===== config.mk =====
export PLATFORM = sky130hd
export DESIGN_NAME = cache_mem_arbiter_flat
export DESIGN_NICKNAME = d
export VERILOG_FILES = /design/src/rtl/cache_mem_arbiter_if.sv /design/src/rtl/cache_mem_arbiter.sv /design/src/flat_wrapper.sv
export SDC_FILE = /design/constraint.sdc
export NUM_CORES = 1
export LEC_CHECK = 0
export BUFFER_PORTS_ARGS = -buffer_cell sky130_fd_sc_hd__buf_2
export CAP_MARGIN = 20
export CORE_AREA = 2 2 104 106
export DETAILED_ROUTE_END_ITERATION = 10
export DIE_AREA = 0 0 106 108
export SLEW_MARGIN = 0
export SYNTH_ARGS = -nofsm -noshare
export SYNTH_HDL_FRONTEND = slang
export SYNTH_SLANG_ARGS = --single-unit

===== constraint.sdc =====
create_clock -name clk -period 2.3 [get_ports clk]
set_clock_uncertainty 0.15 [all_clocks]
set_input_delay 0.23 -clock clk [delete_from_list [all_inputs] [get_ports clk]]
set_output_delay 0.23 -clock clk [all_outputs]
set_load 0.02 [all_outputs]

===== src/rtl/cache_mem_arbiter_if.sv =====
// cache_mem_arbiter_if: I-cache, D-cache and main-memory signals of the line arbiter.
interface cache_mem_arbiter_if;
    logic        ic_req;
    logic [31:0] ic_addr;
    logic [31:0] ic_rdata;
    logic        ic_rvalid;
    logic        ic_done;
    logic        dc_req;
    logic        dc_we;
    logic [31:0] dc_addr;
    logic [31:0] dc_wdata;
    logic        dc_wready;
    logic [31:0] dc_rdata;
    logic        dc_rvalid;
    logic        dc_done;
    logic        mem_valid;
    logic        mem_we;
    logic [31:0] mem_addr;
    logic [31:0] mem_wdata;
    logic        mem_ready;
    logic [31:0] mem_rdata;
    logic        busy;
    logic [1:0]  owner;

    modport slave (
        input  ic_req, ic_addr, dc_req, dc_we, dc_addr, dc_wdata, mem_ready, mem_rdata,
        output ic_rdata, ic_rvalid, ic_done, dc_wready, dc_rdata, dc_rvalid, dc_done,
               mem_valid, mem_we, mem_addr, mem_wdata, busy, owner
    );

    modport master (
        output ic_req, ic_addr, dc_req, dc_we, dc_addr, dc_wdata, mem_ready, mem_rdata,
        input  ic_rdata, ic_rvalid, ic_done, dc_wready, dc_rdata, dc_rvalid, dc_done,
               mem_valid, mem_we, mem_addr, mem_wdata, busy, owner
    );
endinterface


===== src/rtl/cache_mem_arbiter.sv =====
// cache_mem_arbiter: one line burst at a time to main memory, D-cache first with an I-cache starvation guard.
module cache_mem_arbiter #(
    parameter int LINE_WORDS = 8,
    parameter int MAX_WAIT   = 4
) (
    input logic                clk,
    input logic                rst_n,
    cache_mem_arbiter_if.slave bus
);
    localparam int BW = $clog2(LINE_WORDS);
    localparam int SW = $clog2(MAX_WAIT + 1);
    localparam logic [31:0] LINE_MASK = ~(32'(LINE_WORDS * 4) - 32'd1);

    typedef enum logic [1:0] {IDLE, BURST, DONE} state_t;

    state_t         state_q, state_d;
    logic [BW-1:0]  beat_q, beat_d;
    logic [SW-1:0]  starve_q, starve_d;
    logic [31:0]    base_q, base_d;
    logic           we_q, we_d;
    logic [1:0]     owner_q, owner_d;
    logic           gnt_i, gnt_d, in_burst, beat_ok;

    assign gnt_i = bus.ic_req & (~bus.dc_req | (starve_q == SW'(MAX_WAIT)));
    assign gnt_d = bus.dc_req & ~gnt_i;

    always_comb begin
        state_d  = state_q;
        beat_d   = beat_q;
        starve_d = starve_q;
        base_d   = base_q;
        we_d     = we_q;
        owner_d  = owner_q;
        case (state_q)
            IDLE: if (gnt_i | gnt_d) begin
                state_d  = BURST;
                beat_d   = '0;
                base_d   = (gnt_i ? bus.ic_addr : bus.dc_addr) & LINE_MASK;
                we_d     = gnt_d & bus.dc_we;
                owner_d  = {gnt_d, gnt_i};
                starve_d = gnt_i ? '0 : (bus.ic_req && starve_q != SW'(MAX_WAIT)) ? starve_q + 1'b1 : starve_q;
            end
            BURST: if (bus.mem_ready) begin
                beat_d  = beat_q + 1'b1;
                state_d = (beat_q == BW'(LINE_WORDS - 1)) ? DONE : BURST;
            end
            DONE: begin
                state_d = IDLE;
                owner_d = '0;
            end
            default: state_d = IDLE;
        endcase
    end

    always_ff @(posedge clk or negedge rst_n) begin
        if (!rst_n) begin
            state_q  <= IDLE;
            beat_q   <= '0;
            starve_q <= '0;
            base_q   <= '0;
            we_q     <= 1'b0;
            owner_q  <= '0;
        end else begin
            state_q  <= state_d;
            beat_q   <= beat_d;
            starve_q <= starve_d;
            base_q   <= base_d;
            we_q     <= we_d;
            owner_q  <= owner_d;
        end
    end

    // Beat handshakes are combinational on mem_ready so a cache sees data in the same cycle.
    assign in_burst      = state_q == BURST;
    assign beat_ok       = in_burst & bus.mem_ready;
    assign bus.mem_valid = in_burst;
    assign bus.mem_we    = in_burst & we_q;
    assign bus.mem_addr  = in_burst ? base_q + {{(30 - BW){1'b0}}, beat_q, 2'b00} : '0;
    assign bus.mem_wdata = bus.mem_we ? bus.dc_wdata : '0;
    assign bus.ic_rvalid = beat_ok & ~we_q & owner_q[0];
    assign bus.dc_rvalid = beat_ok & ~we_q & owner_q[1];
    assign bus.ic_rdata  = bus.ic_rvalid ? bus.mem_rdata : '0;
    assign bus.dc_rdata  = bus.dc_rvalid ? bus.mem_rdata : '0;
    assign bus.dc_wready = beat_ok & we_q;
    assign bus.ic_done   = (state_q == DONE) & owner_q[0];
    assign bus.dc_done   = (state_q == DONE) & owner_q[1];
    assign bus.busy      = state_q != IDLE;
    assign bus.owner     = owner_q;
endmodule


===== src/flat_wrapper.sv =====
// flat-port wrapper written by rule: the top's interface ports become plain ports
module cache_mem_arbiter_flat 
#(
    parameter int LINE_WORDS = 8,
    parameter int MAX_WAIT   = 4
)
  (clk, rst_n, bus_ic_req, bus_ic_addr, bus_dc_req, bus_dc_we, bus_dc_addr, bus_dc_wdata, bus_mem_ready, bus_mem_rdata, bus_ic_rdata, bus_ic_rvalid, bus_ic_done, bus_dc_wready, bus_dc_rdata, bus_dc_rvalid, bus_dc_done, bus_mem_valid, bus_mem_we, bus_mem_addr, bus_mem_wdata, bus_busy, bus_owner);
  cache_mem_arbiter_if bus_i ();
  input logic clk;
  input logic rst_n;
  input wire logic [$bits(bus_i.ic_req)-1:0] bus_ic_req;
  input wire logic [$bits(bus_i.ic_addr)-1:0] bus_ic_addr;
  input wire logic [$bits(bus_i.dc_req)-1:0] bus_dc_req;
  input wire logic [$bits(bus_i.dc_we)-1:0] bus_dc_we;
  input wire logic [$bits(bus_i.dc_addr)-1:0] bus_dc_addr;
  input wire logic [$bits(bus_i.dc_wdata)-1:0] bus_dc_wdata;
  input wire logic [$bits(bus_i.mem_ready)-1:0] bus_mem_ready;
  input wire logic [$bits(bus_i.mem_rdata)-1:0] bus_mem_rdata;
  output wire logic [$bits(bus_i.ic_rdata)-1:0] bus_ic_rdata;
  output wire logic [$bits(bus_i.ic_rvalid)-1:0] bus_ic_rvalid;
  output wire logic [$bits(bus_i.ic_done)-1:0] bus_ic_done;
  output wire logic [$bits(bus_i.dc_wready)-1:0] bus_dc_wready;
  output wire logic [$bits(bus_i.dc_rdata)-1:0] bus_dc_rdata;
  output wire logic [$bits(bus_i.dc_rvalid)-1:0] bus_dc_rvalid;
  output wire logic [$bits(bus_i.dc_done)-1:0] bus_dc_done;
  output wire logic [$bits(bus_i.mem_valid)-1:0] bus_mem_valid;
  output wire logic [$bits(bus_i.mem_we)-1:0] bus_mem_we;
  output wire logic [$bits(bus_i.mem_addr)-1:0] bus_mem_addr;
  output wire logic [$bits(bus_i.mem_wdata)-1:0] bus_mem_wdata;
  output wire logic [$bits(bus_i.busy)-1:0] bus_busy;
  output wire logic [$bits(bus_i.owner)-1:0] bus_owner;
  assign bus_i.ic_req = bus_ic_req;
  assign bus_i.ic_addr = bus_ic_addr;
  assign bus_i.dc_req = bus_dc_req;
  assign bus_i.dc_we = bus_dc_we;
  assign bus_i.dc_addr = bus_dc_addr;
  assign bus_i.dc_wdata = bus_dc_wdata;
  assign bus_i.mem_ready = bus_mem_ready;
  assign bus_i.mem_rdata = bus_mem_rdata;
  assign bus_ic_rdata = bus_i.ic_rdata;
  assign bus_ic_rvalid = bus_i.ic_rvalid;
  assign bus_ic_done = bus_i.ic_done;
  assign bus_dc_wready = bus_i.dc_wready;
  assign bus_dc_rdata = bus_i.dc_rdata;
  assign bus_dc_rvalid = bus_i.dc_rvalid;
  assign bus_dc_done = bus_i.dc_done;
  assign bus_mem_valid = bus_i.mem_valid;
  assign bus_mem_we = bus_i.mem_we;
  assign bus_mem_addr = bus_i.mem_addr;
  assign bus_mem_wdata = bus_i.mem_wdata;
  assign bus_busy = bus_i.busy;
  assign bus_owner = bus_i.owner;
  cache_mem_arbiter #(.LINE_WORDS(LINE_WORDS), .MAX_WAIT(MAX_WAIT)) u_core (.clk(clk), .rst_n(rst_n), .bus(bus_i));
endmodule

# After elaboration in Yosys (flattened, before gate mapping)
# Cells that the tools add are included.
# word_totals
regBits	38
latchBits	0
ramBits	0
romBits	0
out_inout_bits	138
memories	0
# classes
n_addsub	3
multipliers	0
n_div	0
magnitude_cmp	0
eq_ne	7
shifts	0
n_mux	16
n_bitwise	16
reduce_logical	11
# op_table
op	n
$mux W32	5
$add A32 B5 Y32	1
$mux W3	4
$and A1 B1 Y1	11
$mux W2	4
$pmux W2 S2	2
$reduce_bool A2 Y1	4
$add A3 B1 Y3 const B	2
$eq A3 B3 Y1 const B	2
$pmux W3 S2	1
$reduce_and A2 Y1	3
$reduce_and A3 Y1	2
$ne A3 B3 Y1 const B	1
$not A1 Y1	3
$eq A2 B1 Y1 const B	1
$eq A2 B2 Y1 const B	1
$logic_not A2 Y1	1
$ne A2 B1 Y1 const B	1
$ne A2 B2 Y1 const B	1
$or A1 B1 Y1	2
$logic_and A1 B1 Y1	1

# Logic depth before layout (Yosys ltp)
# logic_depth
depth_word	8
depth_mapped	7

# Least setup slack after synthesis
# Ideal clock, no wire load.
# synth_timing
path_kind	reg2out
from	register u_core.state_q[1]
to	output bus_dc_rdata[22]
arrival_time_ns	1.460
path_slack_ns	0.460
stages_incl_launch_ff	7
path_buffers	2
cell_sequence	dfrtp_1 -> buf_2 -> nor2b_4 -> nand2_4 -> nor3b_4 -> buf_6 -> and2_1
# synth_via
elab_chain_len	5
# synth_rtl
item	line	rtl
start, declared	cache_mem_arbiter.sv:16	state_t state_q, state_d;
start signal, assigned	cache_mem_arbiter.sv:64	state_q <= state_d;
$eq A2 B1 Y1	cache_mem_arbiter.sv:74	assign in_burst = state_q == BURST;
$and A1 B1 Y1	cache_mem_arbiter.sv:75	assign beat_ok = in_burst & bus.mem_ready;
$and A1 B1 Y1 (2 in a row)	cache_mem_arbiter.sv:81	assign bus.dc_rvalid = beat_ok & ~we_q & owner_q[1];
named net bus_dc_rvalid	flat_wrapper.sv:24	output wire logic [$bits(bus_i.dc_rvalid)-1:0] bus_dc_rvalid;
$mux W32	cache_mem_arbiter.sv:83	assign bus.dc_rdata = bus.dc_rvalid ? bus.mem_rdata : '0;
end, declared	flat_wrapper.sv:23	output wire logic [$bits(bus_i.dc_rdata)-1:0] bus_dc_rdata;
# The timed path passes the listed nets, and every way through them passes these cells.

# Worst setup path after layout
# layout_timing
from	register u_core.state_q[1]
to	output bus_dc_rdata[6]
# layout_via
elab_chain_len	5
# layout_rtl
item	line
$eq A2 B1 Y1	cache_mem_arbiter.sv:74
$and A1 B1 Y1	cache_mem_arbiter.sv:75
$and A1 B1 Y1 (2 in a row)	cache_mem_arbiter.sv:81
$mux W32	cache_mem_arbiter.sv:83
# Every way passes these cells.

==> results.sh <==
export IMPL_synth_xor_area_share_pct=0
export IMPL_hold_path_cell_count=3
export IMPL_grt_ovfl_total=0
export IMPL_viasPerCell=4.42
export IMPL_seq_area_um2=953
export IMPL_start_util_pct=27.4
export IMPL_final_cells=709
export IMPL_clock_sinks=38
export IMPL_clockBufferDepth=2
export IMPL_setup_tns_ps=0
export IMPL_power_leakage_uw=0.00259
export IMPL_synth_mux_area_share_pct=10.0
export IMPL_floorplan_rows=37
export IMPL_place_detailed_hpwl_um=7820
export IMPL_crit_buf_inv=2
export IMPL_total_power_uw=4890
export IMPL_fill_cells=1059
export IMPL_critPathSlowestCell="dfrtp_2"
export IMPL_cts_made_buffers=5
export IMPL_clk_latency_ps=280
export IMPL_fin_ws_ps=137
export IMPL_wire_per_inst_um=13.6
export IMPL_fin_crit_ps=2160
export IMPL_max_slew_margin_pct=41.8
export IMPL_peakVddDrop_mv=0.545
export IMPL_crit_path_cell_trace="nor2b_4 -> nand2_4 -> nor3b_4 -> buf_8 -> and2_1 -> buf_2"
export IMPL_slew_viol_final=0
export IMPL_cts_root_buf="clkbuf_8"
export IMPL_synth_area_um2=2800
export IMPL_setup_viol=0
export IMPL_drive_gt1_share_pct=49.6
export IMPL_first_iter_violations=191
export IMPL_cts_clk_slew_worst_paths_ps=70
export IMPL_post_cts_buffers=0
export IMPL_max_freq_mhz=462
export IMPL_gp_congestion=0.739
export IMPL_tightest_slew_ps=873
export IMPL_pin_count=272
export IMPL_cpPeakStageDelay_ps=470
export IMPL_synth_compound_area_share_pct=8.34
export IMPL_rsz0062_at_grt="false"
export IMPL_synth_top_family_by_area="simple AND/OR/NAND/NOR gates"
export IMPL_synth_cells=325
export IMPL_critPathMaxFanout=33
export IMPL_wirelength_um=9630
export IMPL_rrSetupSlack_ps=340
export IMPL_finalNetCount=707
export IMPL_outcome="finished clean"
export IMPL_finalHoldViolations=0
export IMPL_drc=0
export IMPL_fp_dieW_um=106
export IMPL_preCtsSetupSlack_ps=331
export IMPL_critPathRequiredTime_ps=1920
export IMPL_cp_end_kind="primary output"
export IMPL_h_tree_depth=2
export IMPL_cap_violations=0
export IMPL_dp_cells=697
export IMPL_fin_crit_sh_pct=94.1
export IMPL_multi_input_area_um2=1650
export IMPL_io_buffer_count=259
export IMPL_critPathKind="reg -> out"
export IMPL_r2r_end="u_core.base_q[31]$_DFFE_PN0P_"
export IMPL_hold_path_class="in -> reg"
export IMPL_cpLargestDelayFamily="simple AND/OR/NAND/NOR gates"
export IMPL_synthAdderAreaFrac_pct=1.78
export IMPL_grt_max_degree=69
export IMPL_antenna_found_initial=4
export IMPL_synth_seq_cells=38
export IMPL_cellPowerDensity_nw_per_um2=1140
export IMPL_holdCritStartpoint="bus_dc_req"
export IMPL_die_h_um=108
export IMPL_grt_pass1_wl_um=14500
export IMPL_fp_dieArea_um2=11400
export IMPL_grt_pass1_vias=2877
export IMPL_ys_warn_count=0
export IMPL_yosysSeqAreaShare_pct=33.9
export IMPL_synthSimpleGateAreaFrac_pct=38.2
export IMPL_dr_pass1_iters=4
export IMPL_cts_tree="built"
export IMPL_area_delta_synth_final_pct=52.8
export IMPL_ff2ff_path_depth=6
export IMPL_critPathArrivalTime_ps=1780
export IMPL_synth_avg_cell_area_um2=8.63
export IMPL_track_usage_pct=15.9
export IMPL_core_area_um2=10200
export IMPL_synth_cell_types=29
export IMPL_via_count=3132
export IMPL_crit_reg2reg_launch="u_core.starve_q[0]$_DFFE_PN0P_"
export IMPL_start_kind="flip-flop"
export IMPL_worst_hold_path_endpoint="u_core.bus.owner[1]$_DFFE_PN0P_"
export IMPL_ant_nets=0
==> cells by family after synthesis <==
family | Yosys count
AND/OR/NAND/NOR | 179
AO/OA/AOI/OAI | 41
flip-flops | 38
buffers and inverters | 34
multiplexers | 28
adder cells (fa/ha/maj) | 4
other | 1
==> sequential cells by signal, indices dropped and copies added (netlist names) <==
signal and flops:
u_core.base_q 27, u_core.beat_q 3, u_core.bus.owner 2, u_core.starve_q 3, u_core.state_q 2, u_core.we_q 1
==> worst register-to-register path, stage by stage, from the launching register on <==
cell and delay [ps]:
dfrtp_1 350, inv_1 60, ha_1 240, a21bo_2 250, nand2_4 350, mux2i_1 330
a21oi_1 100
==> layer usage <==
metal | vias up | share of wire (%) | track usage, %
met2 | 158 | 51 | 28.3
met3 | 7 | 10 | 6.15
met4 | 2 | 0.77 | 3.95
met1 | 1406 | 38 | 18.0
li1 | 1559 | - | -
met5 | - | 0.14 | 0
==> timing repair <==
action	CTS	global route
resized for setup	0	5
hold buffers	1	0
setup endpoints to repair	0	64
endpoints found under the hold margin	38	0
==> cell usage in the layout, fill, tap and decap left out, types with 3 or more instances in the layout <==
cell type,instances
dfrtp_1,36
nor2_1,31
mux2i_1,27
a21oi_1,29
o21ai_0,4
clkbuf_8,5
inv_1,5
ha_1,4
nand2_1,5
buf_2,259
diode_2,3
and3_1,35
and2_1,94
==> layout make-up <==
class	instances	area share [%]
Tap cell	136	3.97
Inverter	5	0.438
Antenna cell	3	0.175
Clock buffer	5	1.61
Clock inverter	3	0.934
Sequential cell	38	22.2
Timing Repair Buffer	265	32.2
Multi-Input combinational cell	254	38.4
==> cells in the mapped netlist <==
library cell	number	area [um2]
a21bo_2	1	10.0
a21o_1	2	15.0
a21oi_1	29	145
a22o_1	1	8.76
a32o_1	2	20.0
and2_1	94	588
and3_1	35	219
buf_2	7	35.0
buf_4	4	30.0
buf_6	8	90.1
clkbuf_1	10	37.5
conb_1	1	3.75
dfrtp_1	38	951
ha_1	4	50.1
inv_1	5	18.8
mux2_2	1	11.3
mux2i_1	27	270
nand2_1	5	18.8
nand2_4	2	22.5
nand3_1	2	10.0
nand4_1	2	12.5
nor2_1	31	116
nor2b_4	1	13.8
nor3_1	2	10.0
nor3b_1	2	15.0
nor3b_4	2	37.5
o21a_1	2	15.0
o21ai_0	4	20.0
or3b_2	1	8.76
==> stage by stage <==
step	area, um2	utilization [%]	hold slack (ps)
3_3_place_gp	4150	40.5	255
4_1_cts	4260	41.7	66.5
5_1_grt	4280	41.8	84.8
6_report	4290	41.9	75.3
3_5_place_dp	4150	40.5	258
2_1_floorplan	2810	-	-216
==> worst max-delay path by stage <==
stage,endpoint,from,depth (start not counted)
after detailed placement,u_core.base_q[12]$_DFFE_PN0P_,u_core.starve_q[0]$_DFFE_PN0P_,6
after global routing,bus_dc_rdata[8],u_core.state_q[1]$_DFFE_PN0P_,6
final,bus_dc_rdata[6],u_core.state_q[1]$_DFFE_PN0P_,6
after floorplan,bus_dc_rdata[22],u_core.state_q[1]$_DFFE_PN0P_,6
after CTS,bus_dc_rdata[6],u_core.state_q[1]$_DFFE_PN0P_,6
after global placement,bus_dc_rdata[8],u_core.state_q[1]$_DFFE_PN0P_,6
==> power by group <==
group	switching [uW]	total, uW	internal (uW)
Sequential	178	1150	973
Combinational	1930	3170	1240
Clock	244	563	319
Total	2360	4890	2530
No activity file was read; power rests on OpenSTA's default activity.
